$ cat src/rtl/if_id_queue.sv
// if_id_queue: fetch-to-decode instruction buffer, circular FIFO of (pc+4, instr) pairs
// with valid/ready on both sides and a synchronous flush for taken branches.
module if_id_queue #(
    parameter int DEPTH = 4,
    parameter int WIDTH = 16,
    parameter int PTR_W = 2
) (
    input  logic             clock,
    input  logic             reset_n,
    input  logic             in_valid,
    output logic             in_ready,
    input  logic [WIDTH-1:0] in_pc4,
    input  logic [WIDTH-1:0] in_instr,
    input  logic             flush,
    output logic             out_valid,
    input  logic             out_ready,
    output logic [WIDTH-1:0] out_pc4,
    output logic [WIDTH-1:0] out_instr,
    output logic [PTR_W:0]   count
);
    logic [2*WIDTH-1:0] mem [DEPTH];
    logic [PTR_W-1:0]   wr_ptr, rd_ptr;
    logic               push, pop;

    assign in_ready  = count != (PTR_W+1)'(DEPTH);
    assign out_valid = count != '0;
    assign push      = in_valid & in_ready;
    assign pop       = out_valid & out_ready;
    assign {out_pc4, out_instr} = out_valid ? mem[rd_ptr] : '0;

    // storage is deliberately left unreset; the pointers alone define what is valid
    always_ff @(posedge clock)
        if (push && !flush)
            mem[wr_ptr] <= {in_pc4, in_instr};

    always_ff @(posedge clock or negedge reset_n) begin
        if (!reset_n) begin
            wr_ptr <= '0;
            rd_ptr <= '0;
            count  <= '0;
        end else if (flush) begin
            wr_ptr <= '0;
            rd_ptr <= '0;
            count  <= '0;
        end else begin
            if (push)
                wr_ptr <= wr_ptr + 1'b1;
            if (pop)
                rd_ptr <= rd_ptr + 1'b1;
            if (push && !pop)
                count <= count + 1'b1;
            else if (pop && !push)
                count <= count - 1'b1;
        end
    end
endmodule
$ cat config.mk
export PLATFORM = sky130hd
export DESIGN_NAME = if_id_queue
export DESIGN_NICKNAME = d
export VERILOG_FILES = /design/src/rtl/if_id_queue.sv
export SDC_FILE = /design/constraint.sdc
export NUM_CORES = 1
export LEC_CHECK = 0
export ABC_AREA = 1
export CORE_ASPECT_RATIO = 1.75
export CORE_MARGIN = 2
export CORE_UTILIZATION = 46
export CTS_CLUSTER_SIZE = 40
export DETAILED_ROUTE_END_ITERATION = 8
export PLACE_DENSITY = 0.72
export SETUP_SLACK_MARGIN = 0.4
export SYNTH_ARGS = -nofsm -noshare
export SYNTH_HDL_FRONTEND = slang
export SYNTH_SLANG_ARGS = --single-unit
$ cat constraint.sdc
create_clock -name clock -period 3.6 [get_ports clock]
set_clock_uncertainty 0.1 [all_clocks]
set_input_delay 0.72 -clock clock [delete_from_list [all_inputs] [get_ports clock]]
set_output_delay 0.72 -clock clock [all_outputs]
set_load 0.005 [all_outputs]
# Yosys cells after proc, flatten, opt, wreduce, memory -nomap -nowiden

Memories as Yosys holds them, arrays and structs flattened.
Index checks and enable logic that the tools add are counted.

Equality and inequality tests: 1
Bitwise gates (word level): 2
Add/sub/neg operators: 4
Reduce and logical (&&, ||, !) cells: 10
Mux-type cells: 10

Operator list:

| operator                                                           | count |
|---|---|
| 32-bit two-way mux                                                 | 1 |
| 3-bit two-way mux                                                  | 3 |
| 2-bit two-way mux                                                  | 4 |
| 3-bit nonzero test                                                 | 2 |
| 2-bit by 1-bit adder with 2-bit output, second input constant      | 2 |
| 2-bit nonzero test                                                 | 2 |
| 3-bit by 1-bit adder with 3-bit output, second input constant      | 1 |
| 1-bit logical AND                                                  | 3 |
| 1-bit logical NOT                                                  | 3 |
| 3-bit inequality test, second input constant                       | 1 |
| 3-bit by 1-bit subtractor with 3-bit output, second input constant | 1 |
| 1-bit AND                                                          | 2 |
| 1-bit two-way mux                                                  | 2 |

Register bits after elaboration: 7
Output and inout port bits: 37
Memory bits (writable): 128
Memories: 1
Word-level logic and storage cells: 31
Input bits: 37

Memories:

| name | depth | width | rd ports | clocked after memory_dff | wr ports | RTL line | RTL |
|---|---|---|---|---|---|---|---|
| mem  | 4     | 32    | 1        | 0                        | 1        | 21       | `logic [2*WIDTH-1:0] mem [DEPTH];` |

# Longest topological paths before layout

Gate-level depths: netlist of run 1.

Depth in word-level cells: 7
Gate-level depth with buffers: 12
Gate-level depth less buffers: 12

# Least setup slack after synthesis of run 1

OpenSTA, ideal clock, no wires.

Path kind: input -> register
Start: in flush
End: mem mem[0][0] (netlist bit) (enable)
Path buffers: 1
Cell stages on the path: 4
Setup time: 0.421 ns
Arrival: 2.545 ns
Setup slack: 0.534 ns
Required time: 3.079 ns
Cell sequence: inv_1 > clkbuf_1 > nand2_1 > nor2_1

Cells in the longest elaborated chain, start to end: 4

Ends and longest elaborated chain:

| what                                    | RTL line | RTL |
|---|---|---|
| from (decl)                             | 14       | `input logic flush,` |
| 1-bit logical NOT                       | 33       | `if (push && !flush)` |
| 1-bit logical AND                       | 33       |  |
| 1-bit two-way mux                       | 33       |  |
| 1-bit two-way mux (not written as such) | 34       | `mem[wr_ptr] <= {in_pc4, in_instr};` |
| to (decl)                               | 21       |  |

No other way between the ends.

# Worst setup path after layout of run 1

Start: reg rd_ptr[0]
End: out out_instr[0]

Cells in the longest elaborated chain, start to end: 2

Ends and longest elaborated chain:

| what                   | RTL line | RTL |
|---|---|---|
| from (decl)            | 22       | `logic [PTR_W-1:0] wr_ptr, rd_ptr;` |
| from (signal assigned) | 49       | `rd_ptr <= rd_ptr + 1'b1;` |
| memory read 4 x 32 bit | -        |  |
| 32-bit two-way mux     | 29       | `assign {out_pc4, out_instr} = out_valid ? mem[rd_ptr] : '0;` |
| to (decl)              | 18       | `output logic [WIDTH-1:0] out_instr,` |

No other way between the ends.

==> results of run 1 <==
## metal layers
layer,up-vias,global-route usage [%]
met2,94,35.8
met1,1771,19.9
met3,28,4.86
met5,-,0
li1,1727,-
met4,0,10.0
## worst min-delay path by stage
| stage | from | end | slack, ns | cells past startpoint |
|---|---|---|---|---|
| detailed placement | count[1] | count[1] | 0.51 | 2 |
| CTS | reset_n | count[1] | 0.48 | 1 |
| floorplan | reset_n | count[0] | 0.32 | 0 |
| finish | reset_n | count[1] | 0.48 | 1 |
| global route | reset_n | count[1] | 0.50 | 1 |
| global placement | count[1] | count[1] | 0.47 | 2 |
## registers in the layout, summed over array words and instances, names as in the netlist
register,flops
count,3
mem,128
rd_ptr,2
wr_ptr,2
## kinds of logic after synthesis
family,after synthesis
simple gates,159
flops,135
compound gates,102
buf+inv,42
fa+ha+maj,5
xor+xnor,1
## critical path, stage by stage, from the launching register on
cell                              delay (ns)
sky130_fd_sc_hd__dfrtp_4                0.54
sky130_fd_sc_hd__inv_6                  0.19
sky130_fd_sc_hd__buf_4                  0.25
sky130_fd_sc_hd__o21ai_0                0.19
sky130_fd_sc_hd__a21oi_1                0.19
sky130_fd_sc_hd__clkdlybuf4s50_1        0.51
## final cells by class
type / instances / area share (%)
Tap cell: 135 / 2.43
Timing Repair Buffer: 93 / 13.0
Multi-Input combinational cell: 267 / 17.9
Sequential cell: 135 / 57.9
Clock buffer: 17 / 6.12
Inverter: 17 / 1.08
Clock inverter: 15 / 1.62
## Yosys cell counts
| cell | number | area (um^2) |
|---|---|---|
| sky130_fd_sc_hd__xnor2_1 | 1 | 8.76 |
| sky130_fd_sc_hd__nand4_1 | 3 | 18.8 |
| sky130_fd_sc_hd__buf_4 | 1 | 7.51 |
| sky130_fd_sc_hd__o21ai_0 | 17 | 85.1 |
| sky130_fd_sc_hd__clkbuf_2 | 4 | 20.0 |
| sky130_fd_sc_hd__buf_2 | 12 | 60.1 |
| sky130_fd_sc_hd__ha_1 | 4 | 50.1 |
| sky130_fd_sc_hd__buf_6 | 5 | 56.3 |
| sky130_fd_sc_hd__nand2_1 | 14 | 52.6 |
| sky130_fd_sc_hd__a21oi_1 | 35 | 175 |
| sky130_fd_sc_hd__dfrtp_1 | 7 | 175 |
| sky130_fd_sc_hd__nand3_1 | 5 | 25.0 |
| sky130_fd_sc_hd__nor2_1 | 134 | 503 |
| sky130_fd_sc_hd__nand2_2 | 2 | 12.5 |
| sky130_fd_sc_hd__fa_1 | 1 | 20.0 |
| sky130_fd_sc_hd__nor2_2 | 1 | 6.26 |
| sky130_fd_sc_hd__clkbuf_1 | 3 | 11.3 |
| sky130_fd_sc_hd__inv_2 | 2 | 7.51 |
| sky130_fd_sc_hd__inv_1 | 15 | 56.3 |
| sky130_fd_sc_hd__edfxtp_1 | 128 | 3840 |
| sky130_fd_sc_hd__o21ai_1 | 50 | 250 |
## power groups by stage
stage / Clock (mW) / Combinational [mW] / Sequential [mW]
final: 1.54 / 1.31 / 1.87
after global routing: 1.64 / 1.44 / 1.87
after CTS: 1.56 / 1.31 / 1.88
after detailed placement: 0 / 1.24 / 1.90
after global placement: 0 / 1.22 / 1.90
after floorplan: 0 / 0.620 / 1.89
## timing repair
item | 4_1_cts | 5_1_grt
resized for setup | 6 | 0
setup buffers | 3 | 2
setup endpoints to repair | 24 | 8
pin swaps | 0 | 0
==> results by group, run 1 <==
Outcome
  – Run status: complete, no violations

Pwr
  – Leakage Power: about 2.4 nW
  – Power dissipated by switching net loads: 1.32 mW
  – Largest voltage drop on the vdd net: 391 uV
  – Fraction of power consumed by sequential logic: 39.5%
  – Cell Pwr Density: ~680 nW/um^2
  – Internal power consumption: roughly 3.4 mW
  – Post-layout power: 4.72 mW
  – Switching power share of the total: 28.0%
  – Clk network pwr share: 32.7%
  – Combinational cell fraction of total power: between 20% and 30%

Floorplanning
  – Overall die area: 12800 um^2
  – Die height: about 150 um
  – Area of the core region: 11600 um^2
  – Starting Density: between 40% and 50%
  – Num ports: 74
  – Placement row count: 52
  – Chip Width: 86.2 um

Placed design
  – Post-placement cell area: 6350 um^2
  – Post-place setup slack: about 0.68 ns
  – Final HPWL DP: between 7000 and 8000 um
  – Number of placed cells counting well taps: around 640
  – Final GP Congestion: about 0.74
  – Port Buffer Count: between 70 and 80

Synthesis
  – Adder-cell share of the synthesized area: roughly 1.3%
  – Number of distinct library cell variants in the gate-level netlist after synthesis: 21
  – Post-synthesis net count: approximately 500
  – Synthesized area divided by synthesized cell count: 12.3 um^2
  – Cell count after synthesis: around 440
  – Combinational family with the most area after synthesis: simple AND/OR/NAND/NOR gates
  – Area fraction in compound gates after synthesis: a little under a tenth
  – Simple-gate share of the synthesized area: 11.4%
  – Synthesis warning total: 0
  – Post-synthesis instance area: around 5400 um^2
  – Flops & latches, synth: around 140
  – Sequential fraction of the synthesis area: roughly three quarters
  – Fraction of synthesized area in multiplexers: 0%
  – Xor/xnor cell area share of the yosys netlist: less than 1%

Cells and area
  – Core utilization of the finished layout: between 60% and 70%
  – Nets: about 570
  – Final Instance Area: around 7000 um^2
  – Area grow syn2layout: 27.7%
  – Register cell area after layout: between 4000 and 5000 um^2
  – Area of the multi-input gates: approximately 1200 um^2
  – Share of layout cells above drive strength 1: between 10% and 20%
  – Number of non-filler instances in the completed layout: between 600 and 700
  – ANT cells: 0
  – Commonest non-fill, non-tap cells in the layout: sky130_fd_sc_hd__nor2_1 (130), sky130_fd_sc_hd__edfxtp_1 (128), sky130_fd_sc_hd__clkdlybuf4s50_1 (73), sky130_fd_sc_hd__o21ai_1 (50), sky130_fd_sc_hd__a21oi_1 (34)
  – Number of filler instances in the final layout: between 800 and 900
  – Most common library cell in the layout ignoring fill and taps: sky130_fd_sc_hd__nor2_1

Clock tree
  – Sink Count: ~140
  – CTS Buf Count: 17
  – Maximum root-to-sink buffer count: 2
  – Register clock-pin slew on the reported worst setup and hold paths: about 0.06 ns
  – Hold-fix buffers, CTS: 0
  – Cell at the root of the clock tree: sky130_fd_sc_hd__clkbuf_16
  – Clock latency on the worst-skew pair: 0.41 ns
  – TritonCTS clock tree: done
  – Depth of the CTS H-tree: 4

Critical path
  – Crit path DAT: between 2 and 2.5 ns
  – Max Fanout on Critical Path: 25
  – Crit. Startpoint: rd_ptr[0]
  – Endpoint of the most critical setup path: out_instr[0]
  – Data required time at the worst endpoint: 2.78 ns
  – Critical path start-end classification: register to output pin
  – FF-to-FF Start: count[0]
  – Critical path endpoint category: output pin
  – Crit start category: register
  – Worst flop-to-flop path endpoint: mem[3][20]
  – Cell depth of the worst flop-to-flop path: 7
  – Worst reg-to-reg setup slack: 1.38 ns

Timing
  – Final count of hold timing violations: 0
  – Worst hold slack: just under 0.5 ns
  – Post-route setup TNS: 0 ns
  – Max Transition Viols Final: 0
  – Setup repair after global routing missed its margin: no
  – Final setup fails: 0
  – Ratio of final minimum period to clock period: 86.1%
  – Minimum period implied by the final worst setup slack: around 3.1 ns
  – Max Freq: 323 MHz
  – Post-route setup slack: between 0.5 and 0.6 ns
  – Worst-case headroom to the max-slew limit: a little under three quarters
  – Transition time at the pin with the least slew margin: roughly 0.42 ns

Job
  – Max Cap Viol: 0

Route
  – Length of routed met3 wiring: 393 um
  – Detail-routed via count per cell: between 5 and 6
  – M1 wire length: between 4000 and 5000 um
  – Met2 Wirelength: 6640 um
  – DR vias: ~3600
  – DRC: 0
  – Detailed Route Iter0 Violations: about 340
  – Uppermost signal routing layer after detailed routing: met4
  – Drt wl/cell: 17.1 um
  – Antenna-violating nets left: 0
  – Detailed-routing iteration count for the pre-antenna-repair pass: 4
  – Post-detailed-routing wire length: between 10000 and 15000 um

Global routing
  – Initial antenna violation count: 0
  – Number of global-route vias before repair: roughly 3800
  – Overflow left after global routing: 0
  – Wire length of the first global-routing pass: 18400 um
  – GRT Total Usage: between 10% and 20%
  – Pin count of the biggest net entering global routing: 50

Hold path
  – Type of the tightest min-delay check: primary input to async pin
No activity file was read; power rests on OpenSTA's default activity.
==> inputs of run 2 (changes only) <==
GPL_ROUTABILITY_DRIVEN = 1   (was unset)
==> results of run 2 <==
No change in the layout: final DEF, timing and power equal those of run 1.
==> inputs of run 3 (changes only) <==
CTS_CLUSTER_SIZE = unset   (was 40)
==> results of run 3 <==
No change in the layout: final DEF, timing and power equal those of run 1.
